**src/rtl/axi4_lite_pkg.sv**
```systemverilog
// Shared AXI4-Lite definitions: response codes and the write-channel FSM states.
package axi4_lite_pkg;

  localparam logic [1:0] RESP_OKAY   = 2'b00;
  localparam logic [1:0] RESP_SLVERR = 2'b10;

  typedef enum logic [2:0] {
    IDLE      = 3'd0,
    HAVE_ADDR = 3'd1,
    HAVE_DATA = 3'd2,
    WRITE     = 3'd3,
    RESP      = 3'd4
  } write_state_e;

endpackage

```
**src/rtl/axi4_lite_addr_decode.sv**
```systemverilog
// Byte address to word index conversion plus range check against the register count.
module axi4_lite_addr_decode #(
  parameter int ADDRESS_SIZE = 32,
  parameter int REGISTERS    = 1
) (
  input  logic [ADDRESS_SIZE-1:0] byte_address,
  output logic [ADDRESS_SIZE-1:0] word_index,
  output logic                    in_range
);

  // Low two address bits select a byte lane and never affect the word index.
  assign word_index = byte_address >> 2;
  assign in_range   = ({1'b0, word_index} < (ADDRESS_SIZE + 1)'(REGISTERS));

endmodule

```
**src/rtl/axi4_lite_write_manager.sv**
```systemverilog
// AXI4-Lite write subordinate: collects AW and W in either order, pulses one register write, answers on B.
module axi4_lite_write_manager
  import axi4_lite_pkg::*;
#(
  parameter int ADDRESS_SIZE = 32,
  parameter int DATA_SIZE    = 32,
  parameter int REGISTERS    = 1
) (
  input  logic                     clk_i,
  input  logic                     rst_clk_ni,
  input  logic [ADDRESS_SIZE-1:0]  write_address_i,
  input  logic                     write_address_valid_i,
  output logic                     write_address_ready_o,
  input  logic [DATA_SIZE-1:0]     write_data_i,
  input  logic [DATA_SIZE/8-1:0]   write_strobe_i,
  input  logic                     write_data_valid_i,
  output logic                     write_data_ready_o,
  output logic [1:0]               write_response_o,
  output logic                     write_response_valid_o,
  input  logic                     write_response_ready_i,
  output logic [ADDRESS_SIZE-1:0]  register_address_o,
  output logic [DATA_SIZE-1:0]     register_data_o,
  output logic [DATA_SIZE/8-1:0]   register_strobe_o,
  output logic                     register_write_enable_o,
  output logic [2:0]               state_o
);

  // Handshake rule: a channel transfers on a rising edge where valid and ready are both 1;
  // readies come straight from flops, so they never depend combinationally on any valid.

  write_state_e state_q, state_d;

  logic                    aw_ready_q;
  logic                    w_ready_q;
  logic [ADDRESS_SIZE-1:0] addr_q;
  logic [DATA_SIZE-1:0]    data_q;
  logic [DATA_SIZE/8-1:0]  strb_q;
  logic [1:0]              resp_q;

  logic                    aw_hs;
  logic                    w_hs;
  logic [ADDRESS_SIZE-1:0] word_index;
  logic                    in_range;

  assign aw_hs = write_address_valid_i & aw_ready_q;
  assign w_hs  = write_data_valid_i & w_ready_q;

  axi4_lite_addr_decode #(
    .ADDRESS_SIZE (ADDRESS_SIZE),
    .REGISTERS    (REGISTERS)
  ) u_addr_decode (
    .byte_address (addr_q),
    .word_index   (word_index),
    .in_range     (in_range)
  );

  always_comb begin
    state_d = state_q;
    unique case (state_q)
      IDLE: begin
        if (aw_hs && w_hs) state_d = WRITE;
        else if (aw_hs)    state_d = HAVE_ADDR;
        else if (w_hs)     state_d = HAVE_DATA;
      end
      HAVE_ADDR: if (w_hs)  state_d = WRITE;
      HAVE_DATA: if (aw_hs) state_d = WRITE;
      WRITE:     state_d = RESP;
      RESP:      if (write_response_ready_i) state_d = IDLE;
      default:   state_d = IDLE;
    endcase
  end

  always_ff @(posedge clk_i or negedge rst_clk_ni) begin
    if (!rst_clk_ni) begin
      state_q    <= IDLE;
      aw_ready_q <= 1'b0;
      w_ready_q  <= 1'b0;
      addr_q     <= '0;
      data_q     <= '0;
      strb_q     <= '0;
      resp_q     <= RESP_OKAY;
    end else begin
      state_q <= state_d;
      // Readies track the state being entered, which also holds them low for the first cycle out of reset.
      aw_ready_q <= (state_d == IDLE) || (state_d == HAVE_DATA);
      w_ready_q  <= (state_d == IDLE) || (state_d == HAVE_ADDR);
      if (aw_hs) addr_q <= write_address_i;
      if (w_hs) begin
        data_q <= write_data_i;
        strb_q <= write_strobe_i;
      end
      if (state_q == WRITE) resp_q <= in_range ? RESP_OKAY : RESP_SLVERR;
    end
  end

  assign write_address_ready_o   = aw_ready_q;
  assign write_data_ready_o      = w_ready_q;
  assign write_response_o        = resp_q;
  assign write_response_valid_o  = (state_q == RESP);
  assign register_address_o      = word_index;
  assign register_data_o         = data_q;
  assign register_strobe_o       = strb_q;
  assign register_write_enable_o = (state_q == WRITE) && in_range;
  assign state_o                 = state_q;

endmodule
```
**config.mk**
```make
export PLATFORM = sky130hd
export DESIGN_NAME = axi4_lite_write_manager
export DESIGN_NICKNAME = d
export VERILOG_FILES = /design/src/rtl/axi4_lite_pkg.sv /design/src/rtl/axi4_lite_addr_decode.sv /design/src/rtl/axi4_lite_write_manager.sv
export SDC_FILE = /design/constraint.sdc
export NUM_CORES = 1
export LEC_CHECK = 0
export ABC_AREA = 1
export BUFFER_PORTS_ARGS = -buffer_cell sky130_fd_sc_hd__buf_4
export CORE_MARGIN = 5
export CORE_UTILIZATION = 40
export CTS_CLUSTER_DIAMETER = 40
export DETAILED_ROUTE_END_ITERATION = 12
export PLACE_DENSITY = 0.83
export SYNTH_ARGS = -nofsm -noshare
export SYNTH_HDL_FRONTEND = slang
export SYNTH_SLANG_ARGS = --single-unit
```
**constraint.sdc**
```tcl
create_clock -name clk_i -period 0.9 [get_ports clk_i]
set_input_delay 0.135 -clock clk_i [delete_from_list [all_inputs] [get_ports clk_i]]
set_output_delay 0.135 -clock clk_i [all_outputs]
set_load 0.1 [all_outputs]
```
==> metrics.yaml, run 1 <==
cts:
  cts_hold_buf: 57
  root_buffer: "clkbuf_8"
  post_cts_buffers: 33
  cts_resized: 320
  cts_buffers: 9
  h-tree-depth: 3
  clock_path_buffers: 2
  clock-sinks: 72
floorplanning:
  num_io_pins: 150
  row_count: 31
  start_util_pct: 40.3
  fp.dieH_um: 94.8
  die_w_um: 94.8
logic_synthesis:
  yosysWarningCount: 0
  synth_cell_types: 18
  mappedNetlistArea_um2: 2880
  postSynthCellCount: 341
  ys_ff_latch: 72
  yosysSeqAreaShare_pct: 62.6
  avgSynthCellArea_um2: 8.44
outcome:
  haltStage: "4_1_cts"
  status: "did not finish"
  error: "[ERROR DPL-0033] detailed placement checks failed during check placement."
placement:
  place_congestion: 0.794
  port_buffers: 144
  dp.cells: 614
  dpl.hpwl_mm: 6.20
==> cell usage after synthesis, drive strengths merged <==
library cell | instances | area (um^2)
o21bai | 1 | 11.3
buf | 17 | 95.1
or2 | 1 | 6.26
dfrtp | 72 | 1800
nor3 | 2 | 15.0
nand2 | 210 | 788
o211ai | 1 | 7.51
nand3 | 4 | 20.0
inv | 6 | 22.5
o21ai | 1 | 5.00
o21a | 1 | 7.51
conb | 1 | 3.75
nand4 | 1 | 6.26
nor2 | 23 | 88.8
==> metrics by stage <==
| stage | hold slack, ns | area (um^2) | setup slack, ns | TNS, ns |
|---|---|---|---|---|
| after floorplan | -0.161 | 3100 | -0.897 | -20.79 |
| after detailed placement | 0.174 | 4520 | -0.556 | -13.27 |
| after global placement | 0.169 | 4520 | -0.536 | -12.18 |
==> kinds of logic after synthesis <==
family / synth area share [%]
buffers and inverters: 4.09
AO/OA/AOI/OAI: 1.09
other: 0.130
flip-flops: 62.6
AND/OR/NAND/NOR: 32.1
==> run 2, diff against run 1 <==
--- a/config.mk
+++ b/config.mk
@@ -8,10 +8,9 @@
 export ABC_AREA = 1
 export BUFFER_PORTS_ARGS = -buffer_cell sky130_fd_sc_hd__buf_4
 export CORE_MARGIN = 5
-export CORE_UTILIZATION = 40
-export CTS_CLUSTER_DIAMETER = 40
+export CORE_UTILIZATION = 32
 export DETAILED_ROUTE_END_ITERATION = 12
-export PLACE_DENSITY = 0.83
+export PLACE_DENSITY_LB_ADDON = 0.15
 export SYNTH_ARGS = -nofsm -noshare
 export SYNTH_HDL_FRONTEND = slang
 export SYNTH_SLANG_ARGS = --single-unit
==> constraint.sdc (replaced) <==
create_clock -name clk_i -period 1.2 [get_ports clk_i]
set_input_delay 0.18 -clock clk_i [delete_from_list [all_inputs] [get_ports clk_i]]
set_output_delay 0.18 -clock clk_i [all_outputs]
set_load 0.1 [all_outputs]
==> run 2 against run 1 <==
  * The flow now finishes, with violations (setup timing)
  * Synthesized cell count stayed put
  * Synthesized area unchanged
==> metrics.yaml, run 2 <==
cts:
  cts_tree: "built"
  cts_buffers: 9  # unchanged
  clock-sinks: 72  # unchanged
  root_buffer: "clkbuf_8"
  clkTransAtPathRegs_ns: 0.08
  h-tree-depth: 3  # unchanged
  clock_path_buffers: 2  # unchanged
  insertion_delay_ns: 0.34
route:
  wl_per_cell_um: 13.6
  dr.pass1.iters: 4
  wl_mm: 8.84
  drt_iter0_drc: 48
  drcViolationCount: 0
  drtAntennaViolNets: 0
  via_per_inst: 4.34
  routed-via-count: 2821
logic_synthesis:
  synth_top_area_share_pct: 62.6  # unchanged
  synth_top_cell_by_area: "dfrtp_1"
  avgSynthCellArea_um2: 8.44  # unchanged
  netlist_top_cells_area: "dfrtp_1 63%, nand2_1 27%, nor2_1 2.9%"
  yosysWarningCount: 0  # unchanged
  mappedNetlistArea_um2: 2880  # unchanged
  ys_top_cells_by_count: "210 x nand2_1, 72 x dfrtp_1, 22 x nor2_1, 13 x buf_2, 5 x inv_1"
  postSynthCellCount: 341  # unchanged
  ys_ff_latch: 72  # unchanged
  synth-main-ff-cell: "dfrtp_1"
  synth_edf_count: 0  # unchanged
  synth_cell_types: 18  # unchanged
  yosysMostFrequentCell: "nand2_1"
  async_flop_share_pct: 100  # unchanged
  yosysSeqAreaShare_pct: 62.6  # unchanged
critical_path:
  cp_slowest_stage_delay_ns: 0.47
  endpoint_kind: "output pin"
  critPathKind: "reg2out"
  arrival_ns: 1.58
  slowest_stage: "dfrtp_4"
  critPathMaxFanout: 2
  worst_setup_path_start_kind: "flip-flop"
  worstPathRequired_ns: 1.02
  cp_cell_sequence: "or2_1 > nor2_1 > nand3_1 > nor2_4 > buf_12"
floorplanning:
  die_area_um2: 11000
  num_io_pins: 150  # unchanged
  core_region_area_um2: 8760
  row_count: 34  # +9.7%
  die_w_um: 105  # +11%
  fp.dieH_um: 105  # +11%
  start_util_pct: 32.9  # -7.5 points
timing:
  rsz0062_at_grt: "yes"
  final-setup-viol-count: 39
  whs_ns: 0.0294
  hold_violations: 0
  max_freq_mhz: 570
  fin_ws_ns: -0.555
  slew_violations: 0
  period_minus_slack_ns: 1.76
  timing.final.crit_share_pct: 146
  fin_skew_ns: 0.00645
placement:
  dp.cells: 624  # +1.6%
  port_buffers: 144  # unchanged
  place_congestion: 0.786  # -0.97%
  dpl.hpwl_mm: 6.09  # -1.8%
outcome:
  status: "finished with violations"
  violations: "setup timing"
final_layout:
  filler_cell_count: 732
  num_antenna_cells: 0
  mostFrequentLayoutCells: "206 x nand2_1, 89 x buf_4, 70 x buf_6"
  syn2layout_area_growth_pct: 94.2
  layout-drive-gt1-share_pct: 49.1
  largest_reg_flops: 32
  fin_cells: 650
  final_nets: 610
  final_common_cell: "nand2_1"
global_route:
  grt_usage_pct: 16.0
  grt_pass1_wl_mm: 14.4
  overflow: 0
  antenna_found_initial: 0
  grt_max_degree: 37
  grt_pass1_vias: 2968
job:
  max_cap_viol_count: 0
min_path:
  hp-class: "in2reg"
==> run 2: cell counts after synthesis <==
Identical to the previous run, type by type.
==> run 2: layout make-up <==
cell class              count  area (um^2)  area share (%)
repair buffers            200         2270            40.5
flip-flops and latches     72         1860            33.3
multi-input cells         248         1040            18.6
clock buffers              11          151            2.71
well taps                 108          135            2.42
clock inverters             5          103            1.83
inverters                   6         35.0           0.627
==> run 2: cell families after synthesis <==
family / count (synthesis) / share of synthesized area (%)
buffers and inverters: 23 / 4.09
AO/OA/AOI/OAI: 4 / 1.09
other: 1 / 0.130
AND/OR/NAND/NOR: 241 / 32.1
flip-flops: 72 / 62.6
==> run 2: through the flow <==
step | cell area, um^2 | setup TNS (ns) | utilization [%] | setup slack, ns
finish | 5590 | -2.18 | 63.8 | -0.555
detailed placement | 4480 | -0.507 | 51.1 | -0.319
CTS | 5460 | -2.77 | 62.3 | -0.583
global route | 5590 | -4.01 | 63.8 | -0.645
global placement | 4480 | -0.498 | 51.1 | -0.312
floorplan | 3010 | -1.68 | - | -0.597
==> run 2: path summary, 6_finish.rpt <==
| kind | start | endpoint | slack [ns] | depth (start not counted) |
|---|---|---|---|---|
| max | addr_q[30]$_DFFE_PN0P_ | register_write_enable_o | -0.56 | 5 |
| min | write_data_i[17] | register_data_o[17]$_DFFE_PN0P_ | 0.03 | 3 |
| max reg2reg | state_o[1]$_DFF_PN0_ | write_data_ready_o$_DFF_PN0_ | -0.08 | 7 |
| min reg2reg | register_data_o[21]$_DFFE_PN0P_ | register_data_o[21]$_DFFE_PN0P_ | 0.48 | 2 |
| max in group asynchronous | rst_clk_ni | register_strobe_o[0]$_DFFE_PN0P_ | 0.42 | 3 |
| min in group asynchronous | rst_clk_ni | addr_q[7]$_DFFE_PN0P_ | 0.34 | 3 |
==> run 2: per-layer routing <==
metal / vias up / wire (um) / track usage [%]
met5: - / 0 / 0
met4: 0 / 118 / 5.39
met3: 9 / 681 / 5.12
met2: 104 / 4280 / 25.7
met1: 1293 / 3750 / 20.4
li1: 1415 / - / -
==> run 2: timing repair <==
action / 4_1_cts / 5_1_grt
gates resized for setup: 163 / 42
endpoints found under the hold margin: 72 / 0
pin swaps: 9 / 7
setup buffers: 15 / 14
hold buffers: 1 / 0
setup endpoints to repair: 45 / 103
==> run 2: critical path: cells and delay by family, from the launching register on <==
kind	cells	cell delay, ns
buf+inv	1	0.18
flops	1	0.47
simple gates	4	0.59
Power of run 2 is left out: the tool's default activity adds up to more than one toggle a clock period on the data nets, which glitch-free logic cannot reach.
==> run 3, diff against run 2 <==
--- a/config.mk
+++ b/config.mk
@@ -9,8 +9,9 @@
 export BUFFER_PORTS_ARGS = -buffer_cell sky130_fd_sc_hd__buf_4
 export CORE_MARGIN = 5
 export CORE_UTILIZATION = 32
+export CTS_BUF_LIST = sky130_fd_sc_hd__clkbuf_16
 export DETAILED_ROUTE_END_ITERATION = 12
-export PLACE_DENSITY_LB_ADDON = 0.15
+export PLACE_DENSITY = 0.72
 export SYNTH_ARGS = -nofsm -noshare
 export SYNTH_HDL_FRONTEND = slang
 export SYNTH_SLANG_ARGS = --single-unit
==> run 3 against run 2 <==
  * The flow still finishes with violations (setup timing)
  * Cell count rose by 0.15%
  * Worst hold slack gained 0.020 ns
  * Die area did not move
  * Register-to-register slack got worse by 0.20 ns
  * Via count is 1.7% higher
  * Critical path depth stayed put
  * Sequential cell count unchanged
  * Fmax grew 0.61%
  * Clock skew barely moved
  * Utilization decreased by 1.1 points
  * Wire length down 0.60%
  * Sequential share of layout area increased by 0.57 points
==> metrics.yaml, run 3 (synthesis gave the netlist of run 2 again) <==
floorplanning:
  num_io_pins: 150  # unchanged
  core_region_area_um2: 8760  # unchanged
  fp.dieH_um: 105  # unchanged
  start_util_pct: 32.9  # unchanged
  die_w_um: 105  # unchanged
  die_area_um2: 11000  # unchanged
  row_count: 34  # unchanged
job:
  max_cap_viol_count: 0  # unchanged
final_layout:
  syn2layout_area_growth_pct: 91.0
  layout-drive-gt1-share_pct: 48.6  # -0.46 points
  mostFrequentLayoutCells: "208 x nand2_1, 121 x buf_4, 39 x buf_12, 39 x buf_6, 37 x dfrtp_1"
  final_common_cell: "nand2_1"
  num_antenna_cells: 0  # unchanged
  largest_reg_flops: 32  # unchanged
  final_nets: 611  # +0.16%
critical_path:
  critPathKind: "reg2out"
  endpoint_kind: "output pin"
  arrival_ns: 1.56  # -0.02 ns
  worst_setup_path_start_kind: "flip-flop"
  worstPathRequired_ns: 1.02  # about the same
  slowest_stage: "dfrtp_4"
  critPathMaxFanout: 2  # unchanged
  cp.buffers_inverters: 1  # unchanged
  cpLargestDelayFamily: "simple AND/OR/NAND/NOR gates"
  crit_top_cell: "nor2_4"
  cp_slowest_stage_delay_ns: 0.47  # about the same
  cp_cell_sequence: "or2_4 > nor2_4 > nand3_2 > nor2_4 > buf_12"
timing:
  fin_ws_ns: -0.545  # +0.0107 ns
  period_minus_slack_ns: 1.74  # -0.0107 ns
  hold_violations: 0  # unchanged
  fin_skew_ns: 0.00658  # +0.000128 ns
  slew_violations: 0  # unchanged
  fin_tns_setup_ns: -1.83  # +0.351 ns
  final-setup-viol-count: 12  # -69%
  max_freq_mhz: 573  # +0.61%
  rsz0062_at_grt: "yes"
  timing.final.crit_share_pct: 145  # -0.89 points
cts:
  clock-sinks: 72  # unchanged
  h-tree-depth: 3  # unchanged
  clkTransAtPathRegs_ns: 0.06  # -0.02 ns
  clock_path_buffers: 2  # unchanged
  root_buffer: "clkbuf_16"
  cts_tree: "built"
  insertion_delay_ns: 0.32  # -0.02 ns
  cts_buffers: 9  # unchanged
global_route:
  grt_pass1_wl_mm: 14.4  # +0.24%
  grt_pass1_vias: 3010  # +1.4%
  grt_usage_pct: 16.0  # -0.026 points
  grt_max_degree: 37  # unchanged
  antenna_found_initial: 0  # unchanged
  overflow: 0  # unchanged
placement:
  place_congestion: 0.792  # +0.84%
  dp_slack_ns: -0.319  # -0.000315 ns
  dpl.hpwl_mm: 6.15  # +0.98%
  port_buffers: 144  # unchanged
route:
  dr.pass1.iters: 4  # unchanged
  routed-via-count: 2870  # +1.7%
  via_per_inst: 4.41  # +1.6%
  wl_per_cell_um: 13.5  # -0.75%
  drtAntennaViolNets: 0  # unchanged
  drt_iter0_drc: 79  # +65%
  drcViolationCount: 0  # unchanged
  wl_mm: 8.78  # -0.60%
min_path:
  hp-class: "in2reg"
outcome:
  violations: "setup timing"
  status: "finished with violations"
-- run 3: cell count changes in the layout (fill, tap and decap cells not counted), moves of 2 or more --
cell        delta
buf_4         +32
buf_6         -31
clkbuf_8      -11
clkbuf_16      +9
inv_1          +3
bufinv_16      -2
clkinv_4       +2
clkinvlp_4     -2
nand2_1        +2
nand2_4        -2
-- run 3: final cells by class --
| cell class | count | area (um^2) |
|---|---|---|
| clock buffer | 9 | 225 |
| clock inverter | 7 | 65.1 |
| fill | 670 | 3270 |
| inverter | 6 | 31.3 |
| multi-input combinational | 248 | 1030 |
| sequential | 72 | 1860 |
| tap | 108 | 135 |
| timing repair buffer | 201 | 2150 |
-- run 3: timing repair --
action                                  in CTS  in global routing
gates resized for setup                    149                 24
cloned                                       0                  0
pin swaps                                    4                  3
hold buffers                                 1                  0
setup buffers                                9                 20
hold endpoints to repair                    22                  0
endpoints found under the setup margin      40                 42
-- run 3: worst register-to-register path, delay by kind of cell (launching register included) --
kind | cells | cell delay, ns
buffers and inverters | 3 | 0.28
AND/OR/NAND/NOR | 5 | 0.62
flip-flops | 1 | 0.47
-- run 3: final timing paths --
kind	start	endpoint	slack, ns	depth (start not counted)
min in group asynchronous	rst_clk_ni	addr_q[8]$_DFFE_PN0P_	0.33	2
worst max register to register	addr_q[31]$_DFFE_PN0P_	write_response_o[1]$_DFFE_PN0N_	-0.28	8
max in group asynchronous	rst_clk_ni	register_data_o[14]$_DFFE_PN0P_	0.38	3
worst min-delay path	write_data_i[25]	register_data_o[25]$_DFFE_PN0P_	0.05	3
worst min register to register	register_data_o[19]$_DFFE_PN0P_	register_data_o[19]$_DFFE_PN0P_	0.48	2
worst max-delay path	addr_q[31]$_DFFE_PN0P_	register_write_enable_o	-0.54	5
-- run 3: per-stage QoR --
| step | instance area [um^2] | hold WS [ns] | util (%) | std cells |
|---|---|---|---|---|
| 2_1_floorplan | 3010 | -0.116 | - | 343 |
| 3_3_place_gp | 4480 | 0.113 | 51.2 | 625 |
| 3_5_place_dp | 4480 | 0.112 | 51.2 | 625 |
| 4_1_cts | 5430 | 0.0377 | 61.9 | 646 |
| 5_1_grt | 5500 | 0.0427 | 62.7 | 651 |
| 6_report | 5500 | 0.0496 | 62.7 | 651 |
-- run 3: per-layer routing --
metal / wire length, um / vias to the layer above / global-route usage (%)
met4: 148 / 0 / 5.57
li1: - / 1412 / -
met2: 4570 / 113 / 27.8
met1: 3310 / 1333 / 18.3
met5: 0 / - / 0
met3: 748 / 12 / 5.30
Power of run 3 is left out for the same reason.
